<file path="src/rtl/bin_to_temporal_encoder.sv">
// Binary-time to edge-coded temporal encoder with gamma-cycle framing.
// A one-deep shadow set loads while the active set plays one gamma cycle.
module bin_to_temporal_encoder #(
    parameter int GAMMA_CYCLE_WIDTH = 16,
    parameter int PULSE_WIDTH       = 8,
    parameter int NUM_INPUTS        = GAMMA_CYCLE_WIDTH,
    parameter int MODE              = 0,
    parameter int VALUE_WIDTH       = (GAMMA_CYCLE_WIDTH > 1) ? $clog2(GAMMA_CYCLE_WIDTH) : 1
) (
    input  logic                              clk,
    input  logic                              rst,
    input  logic                              in_valid,
    output logic                              in_ready,
    input  logic [NUM_INPUTS*VALUE_WIDTH-1:0] in_times,
    input  logic [NUM_INPUTS-1:0]             in_present,
    input  logic [VALUE_WIDTH-1:0]            in_sel_time,
    input  logic                              in_sel_present,
    output logic                              grst,
    output logic [NUM_INPUTS-1:0]             temporal_out,
    output logic                              select_line,
    output logic                              cycle_active
);

    localparam int              PH_W    = $clog2(GAMMA_CYCLE_WIDTH + 1);
    localparam logic [PH_W-1:0] PH_ZERO = PH_W'(0);
    localparam logic [PH_W-1:0] PH_ONE  = PH_W'(1);
    localparam logic [PH_W-1:0] PH_LAST = PH_W'(GAMMA_CYCLE_WIDTH);
    localparam logic            IDLE    = (MODE == 1) ? 1'b1 : 1'b0;

    logic [PH_W-1:0]                 r_phase;
    logic                            r_shadow_full;
    logic [NUM_INPUTS*VALUE_WIDTH-1:0] r_shadow_times;
    logic [NUM_INPUTS-1:0]           r_shadow_present;
    logic [VALUE_WIDTH-1:0]          r_shadow_sel_time;
    logic                            r_shadow_sel_present;
    logic [NUM_INPUTS*VALUE_WIDTH-1:0] r_act_times;
    logic [NUM_INPUTS-1:0]           r_act_present;
    logic [VALUE_WIDTH-1:0]          r_act_sel_time;
    logic                            r_act_sel_present;
    logic                            r_cycle_active;
    logic                            r_grst;
    logic [NUM_INPUTS-1:0]           r_temporal;
    logic                            r_select;

    logic [PH_W-1:0]                 w_phase_next;
    logic [PH_W-1:0]                 w_slot_next;
    logic                            w_transfer;
    logic [NUM_INPUTS*VALUE_WIDTH-1:0] w_nxt_times;
    logic [NUM_INPUTS-1:0]           w_nxt_present;
    logic [VALUE_WIDTH-1:0]          w_nxt_sel_time;
    logic                            w_nxt_sel_present;
    logic [NUM_INPUTS-1:0]           w_temporal_next;
    logic                            w_select_next;

    // Encoded level of one line in time slot i_k; out-of-range times count as no event.
    function automatic logic f_encode(input logic i_e, input logic [VALUE_WIDTH-1:0] i_v,
                                      input logic [PH_W-1:0] i_k);
        int   v_i;
        int   k_i;
        logic w_hit;
        v_i = int'(i_v);
        k_i = int'(i_k);
        if (!i_e || (v_i >= GAMMA_CYCLE_WIDTH)) begin
            w_hit = 1'b0;
        end else if (MODE == 2) begin
            w_hit = (k_i >= v_i) && (k_i < (v_i + PULSE_WIDTH));
        end else begin
            w_hit = (k_i >= v_i);
        end
        return (MODE == 1) ? ~w_hit : w_hit;
    endfunction

    assign in_ready   = !r_shadow_full || (r_phase == PH_ZERO);
    assign w_transfer = in_valid && in_ready;

    // Next phase, next active set (promotion at the framing slot) and next encoded outputs.
    always_comb begin
        w_phase_next      = (r_phase == PH_LAST) ? PH_ZERO : (r_phase + PH_ONE);
        w_slot_next       = w_phase_next - PH_ONE;
        w_nxt_times       = r_act_times;
        w_nxt_present     = r_act_present;
        w_nxt_sel_time    = r_act_sel_time;
        w_nxt_sel_present = r_act_sel_present;
        w_temporal_next   = {NUM_INPUTS{IDLE}};
        w_select_next     = IDLE;
        if (r_phase == PH_ZERO) begin
            if (r_shadow_full) begin
                w_nxt_times       = r_shadow_times;
                w_nxt_present     = r_shadow_present;
                w_nxt_sel_time    = r_shadow_sel_time;
                w_nxt_sel_present = r_shadow_sel_present;
            end else begin
                w_nxt_times       = '0;
                w_nxt_present     = '0;
                w_nxt_sel_time    = '0;
                w_nxt_sel_present = 1'b0;
            end
        end else begin
            w_nxt_times = r_act_times;
        end
        if (w_phase_next != PH_ZERO) begin
            for (int i = 0; i < NUM_INPUTS; i++) begin
                w_temporal_next[i] = f_encode(w_nxt_present[i],
                                              w_nxt_times[i*VALUE_WIDTH +: VALUE_WIDTH],
                                              w_slot_next);
            end
            w_select_next = f_encode(w_nxt_sel_present, w_nxt_sel_time, w_slot_next);
        end else begin
            w_select_next = IDLE;
        end
    end

    // State, shadow/active operand sets and registered outputs.
    always_ff @(posedge clk) begin
        if (rst) begin
            r_phase              <= PH_ZERO;
            r_shadow_full        <= 1'b0;
            r_shadow_times       <= '0;
            r_shadow_present     <= '0;
            r_shadow_sel_time    <= '0;
            r_shadow_sel_present <= 1'b0;
            r_act_times          <= '0;
            r_act_present        <= '0;
            r_act_sel_time       <= '0;
            r_act_sel_present    <= 1'b0;
            r_cycle_active       <= 1'b0;
            r_grst               <= 1'b1;
            r_temporal           <= {NUM_INPUTS{IDLE}};
            r_select             <= IDLE;
        end else begin
            r_phase           <= w_phase_next;
            r_act_times       <= w_nxt_times;
            r_act_present     <= w_nxt_present;
            r_act_sel_time    <= w_nxt_sel_time;
            r_act_sel_present <= w_nxt_sel_present;
            r_grst            <= (w_phase_next == PH_ZERO);
            r_temporal        <= w_temporal_next;
            r_select          <= w_select_next;
            if (r_phase == PH_ZERO) begin
                r_cycle_active <= r_shadow_full;
            end else if (r_phase == PH_LAST) begin
                r_cycle_active <= 1'b0;
            end else begin
                r_cycle_active <= r_cycle_active;
            end
            // A set taken during the framing slot replaces the one being promoted.
            if (w_transfer) begin
                r_shadow_full        <= 1'b1;
                r_shadow_times       <= in_times;
                r_shadow_present     <= in_present;
                r_shadow_sel_time    <= in_sel_time;
                r_shadow_sel_present <= in_sel_present;
            end else if (r_phase == PH_ZERO) begin
                r_shadow_full <= 1'b0;
            end else begin
                r_shadow_full <= r_shadow_full;
            end
        end
    end

    assign grst         = r_grst;
    assign temporal_out = r_temporal;
    assign select_line  = r_select;
    assign cycle_active = r_cycle_active;

endmodule

</file>
<file path="config.mk">
export PLATFORM = sky130hd
export DESIGN_NAME = bin_to_temporal_encoder
export DESIGN_NICKNAME = d
export VERILOG_FILES = /design/src/rtl/bin_to_temporal_encoder.sv
export SDC_FILE = /design/constraint.sdc
export NUM_CORES = 1
export LEC_CHECK = 0
export CORE_UTILIZATION = 55
export DETAILED_ROUTE_END_ITERATION = 6
export GPL_ROUTABILITY_DRIVEN = 0
export PLACE_DENSITY = 0.8
export SYNTH_ARGS = -nofsm -noshare
export SYNTH_HDL_FRONTEND = slang
export SYNTH_SLANG_ARGS = --single-unit
</file>
<file path="constraint.sdc">
create_clock -name clk -period 6.45 [get_ports clk]
set_clock_uncertainty 0.05 [all_clocks]
set_input_delay 1.29 -clock clk [delete_from_list [all_inputs] [get_ports clk]]
set_output_delay 1.29 -clock clk [all_outputs]
set_load 0.005 [all_outputs]
</file>
==> flow_summary.toml <==
[floorplan]
row_count = 44
die-area_um2 = 15490
initial_core_util_pct = 56.55
io_pins = 108
die_height_um = 124.5
core_region_area_um2 = 14590
die_w_um = 124.5

[hold_path]
hold_path.class = "flop to flop"
worst_hold_path.endpoint = "r_shadow_times[49]"
hold_start = "r_shadow_times[49]"
worst_hold_path.num_cells = 2

[clocking]
clk_root_buffer_cell = "sky130_fd_sc_hd__clkbuf_16"
worstSkewPairLatency_ns = 0.43
htree_num_levels = 4
clock_transition_at_the_register_clock_pins_on_the_worst_setup_and_hold_paths_after_cts_ns = 0.07
cts_num_sinks = 195
tritoncts = "built"
cts.path.max_buffers = 2
cts_setup_buffers = 0
hold_fix_buffers_at_cts = 0
cts_buffers = 17
cts-resized-gates = 0

[timing]
max_slew_margin_pct = 24.07
max_slew_vio_count = 0
fin_crit_sh_pct = 61.11
setup_viol = 0
hold-worst-slack_ns = 0.4017
min_period_ns = 3.942
timing.final.hold_violations = 0
worst-slew-pin-transition_ns = 1.133
max_freq_mhz = 253.7
final.setup.worst_slack_ns = 2.508
rsz_0062_raised_after_global_routing = "no"
setup_total_negative_slack_ns = 0

[placement]
dpl_worst_slack_ns = 2.730
dp.cells = 1229
dpl.hpwl_um = 11210
port_buffers = 107
dpl-instance-area_um2 = 9351

[worst_setup_path]
reg2reg_to = "temporal_out[3]"
regToRegStartpoint = "r_phase[0]"
critical_path.endpoint_type = "output pin"
critPathLaunchType = "flop"
worst_ep_arrival_time_ns = 2.60
worstPathRequired_ns = 5.11
timing.critical_path.fanout_max = 88
reg2regPathDepth = 10
r2r_setup_slack_ns = 3.00
critPathKind = "flop to output pin"

[finish]
syn2layout_area_growth_pct = 20.61
final-instance-count-excl-fill = 1261
postLayoutCellArea_um2 = 9951
num-fill-cells = 1172
final_core_util_pct = 68.21
final_layout_size_suffix_gt1_share_pct = 4.178
num-nets-final = 1223
antenna-diode-count = 0

[status]
status = "complete, no violations"

[global_route]
grt_first_pass_wirelength_um = 31350
grt_antenna_before_repair = 0
grt_max_degree = 119
number_of_global_route_vias_before_repair = 6366
global_route.overflow_total = 0
grt_usage_pct = 24.97

[synth]
synth_area_per_cell_um2 = 8.218
number_of_synthesized_register_bits = 195
post-synth-top-area-cell = "sky130_fd_sc_hd__dfxtp_1"
synth_cell_types = 27
synth_top_area_share_pct = 47.32
syn_nets = 1163
postSynthCellCount = 1004
mappedNetlistArea_um2 = 8250
yosysWarnings = 0
synth_area_leaders = "sky130_fd_sc_hd__dfxtp_1 (47%), sky130_fd_sc_hd__a21oi_1 (11%), sky130_fd_sc_hd__ha_1 (11%)"
synth-seq-area-share_pct = 47.32

[detailed_routing]
vias_per_cell = 5.501
detailroute.via_count = 6937
detail_route.wl_per_cell_um = 14.75
remaining_drcs = 0
antenna_violation_net_count_after_detailed_routing = 0
drt_first_iter_violations = 603
routed_wirelength_um = 18600
dr.pass1.iters = 6

[pwr]
cellPowerDensity_nw_per_um2 = 282.5
total_leakage_power_nw = 4.191
power.ir.vdd_worst_uv = 198.7
fin_total_pwr_mw = 2.811

[flow_run]
max-cap-violations = 0
==> synth_stat cells <==
| cell type | instances |
|---|---|
| sky130_fd_sc_hd__nor3b_1 | 1 |
| sky130_fd_sc_hd__a311oi_2 | 1 |
| sky130_fd_sc_hd__clkbuf_1 | 48 |
| sky130_fd_sc_hd__xnor2_1 | 2 |
| sky130_fd_sc_hd__o21ai_1 | 1 |
| sky130_fd_sc_hd__nor3_1 | 1 |
| sky130_fd_sc_hd__xor2_1 | 2 |
| sky130_fd_sc_hd__a21oi_1 | 189 |
| sky130_fd_sc_hd__nand2_1 | 224 |
| sky130_fd_sc_hd__nand2b_1 | 2 |
| sky130_fd_sc_hd__dfxtp_1 | 195 |
| sky130_fd_sc_hd__nor4b_2 | 1 |
| sky130_fd_sc_hd__o311a_1 | 17 |
| sky130_fd_sc_hd__o2111ai_1 | 1 |
| sky130_fd_sc_hd__buf_2 | 12 |
| sky130_fd_sc_hd__o21ai_0 | 34 |
| sky130_fd_sc_hd__buf_4 | 6 |
| sky130_fd_sc_hd__and3_1 | 51 |
| sky130_fd_sc_hd__mux2i_1 | 2 |
| sky130_fd_sc_hd__a21boi_2 | 1 |
| sky130_fd_sc_hd__buf_1 | 5 |
| sky130_fd_sc_hd__nand3_1 | 36 |
| sky130_fd_sc_hd__or4b_1 | 1 |
| sky130_fd_sc_hd__ha_1 | 71 |
| sky130_fd_sc_hd__a21o_1 | 2 |
| sky130_fd_sc_hd__nor2_1 | 75 |
| sky130_fd_sc_hd__inv_1 | 23 |
==> per-layer routing <==
| layer | wire, um | track usage, % | up-vias |
|---|---|---|---|
| li1 | - | - | 3519 |
| met1 | 8502 | 33.70 | 3177 |
| met2 | 8784 | 40.07 | 220 |
| met3 | 1013 | 5.155 | 21 |
| met4 | 300 | 7.583 | 0 |
| met5 | 0 | 0 | - |
==> placed cells by master (no fill, tap or decap), types with 2 or more instances in the layout <==
cell type                         instances
sky130_fd_sc_hd__bufinv_16                3
sky130_fd_sc_hd__nand3_1                 36
sky130_fd_sc_hd__nor2_1                  75
sky130_fd_sc_hd__clkdlybuf4s50_1        106
sky130_fd_sc_hd__o311a_1                 17
sky130_fd_sc_hd__a21o_1                   2
sky130_fd_sc_hd__buf_4                    5
sky130_fd_sc_hd__ha_1                    71
sky130_fd_sc_hd__inv_6                    2
sky130_fd_sc_hd__o21ai_0                 34
sky130_fd_sc_hd__clkinvlp_4               4
sky130_fd_sc_hd__and3_1                  51
sky130_fd_sc_hd__inv_1                   23
sky130_fd_sc_hd__clkbuf_16               17
sky130_fd_sc_hd__nand2_1                224
sky130_fd_sc_hd__clkbuf_1                 2
sky130_fd_sc_hd__nand2b_1                 2
sky130_fd_sc_hd__dfxtp_1                194
sky130_fd_sc_hd__a21oi_1                189
sky130_fd_sc_hd__clkinv_2                 3
sky130_fd_sc_hd__mux2i_1                  2
==> power by group <==
| group | total, mW | internal, mW | switching, mW |
|---|---|---|---|
| Sequential | 1.28 | 1.25 | 0.0237 |
| Combinational | 0.460 | 0.175 | 0.285 |
| Clock | 1.07 | 0.621 | 0.454 |
==> how the worst max path moves through the flow <==
stage	start	end	slack, ns	cells past startpoint
after floorplan	r_phase[0]	temporal_out[10]	3.39	10
after global placement	in_valid	r_shadow_present[12]	2.88	5
after detailed placement	in_valid	r_shadow_times[1]	2.73	5
after CTS	r_phase[0]	in_ready	2.47	5
after global routing	r_phase[0]	in_ready	2.38	5
final	r_phase[0]	in_ready	2.51	5
==> flip-flops by register name, summed over array words and instances (netlist names) <==
name / flops
r_phase: 5
r_shadow_full: 1
temporal_out: 16
select_line: 1
r_shadow_present: 16
r_act_present: 16
r_shadow_sel_time: 4
r_shadow_times: 64
r_act_sel_present: 1
r_shadow_sel_present: 1
r_act_times: 64
r_act_sel_time: 4
grst: 1
cycle_active: 1
==> layout make-up <==
type / instances / area, um2 / share of cell area (%)
multi-input combinational: 715 / 4020 / 40.40
sequential: 195 / 3905 / 39.24
timing repair buffer: 112 / 1110 / 11.15
clock buffer: 20 / 446.7 / 4.489
tap: 184 / 230.2 / 2.314
clock inverter: 12 / 152.6 / 1.534
inverter: 23 / 86.33 / 0.8676
==> worst max-delay path: stages (launching register included) <==
cell	delay [ns]
sky130_fd_sc_hd__dfxtp_1	0.34
sky130_fd_sc_hd__inv_1	0.06
sky130_fd_sc_hd__ha_1	0.19
sky130_fd_sc_hd__or4b_4	0.86
sky130_fd_sc_hd__nand2_1	0.19
sky130_fd_sc_hd__clkdlybuf4s50_1	0.51
==> kinds of logic after synthesis <==
family | after synthesis | share of synthesized area, %
adders and majority gates | 71 | 10.77
xor gates and xnor gates | 4 | 0.4247
and+or+nand+nor | 392 | 20.26
AOI/OAI and AO/OA | 246 | 16.26
buffers and inverters | 94 | 4.732
muxes | 2 | 0.2427
DFF | 195 | 47.32
Power figures use the tool's default switching activity.
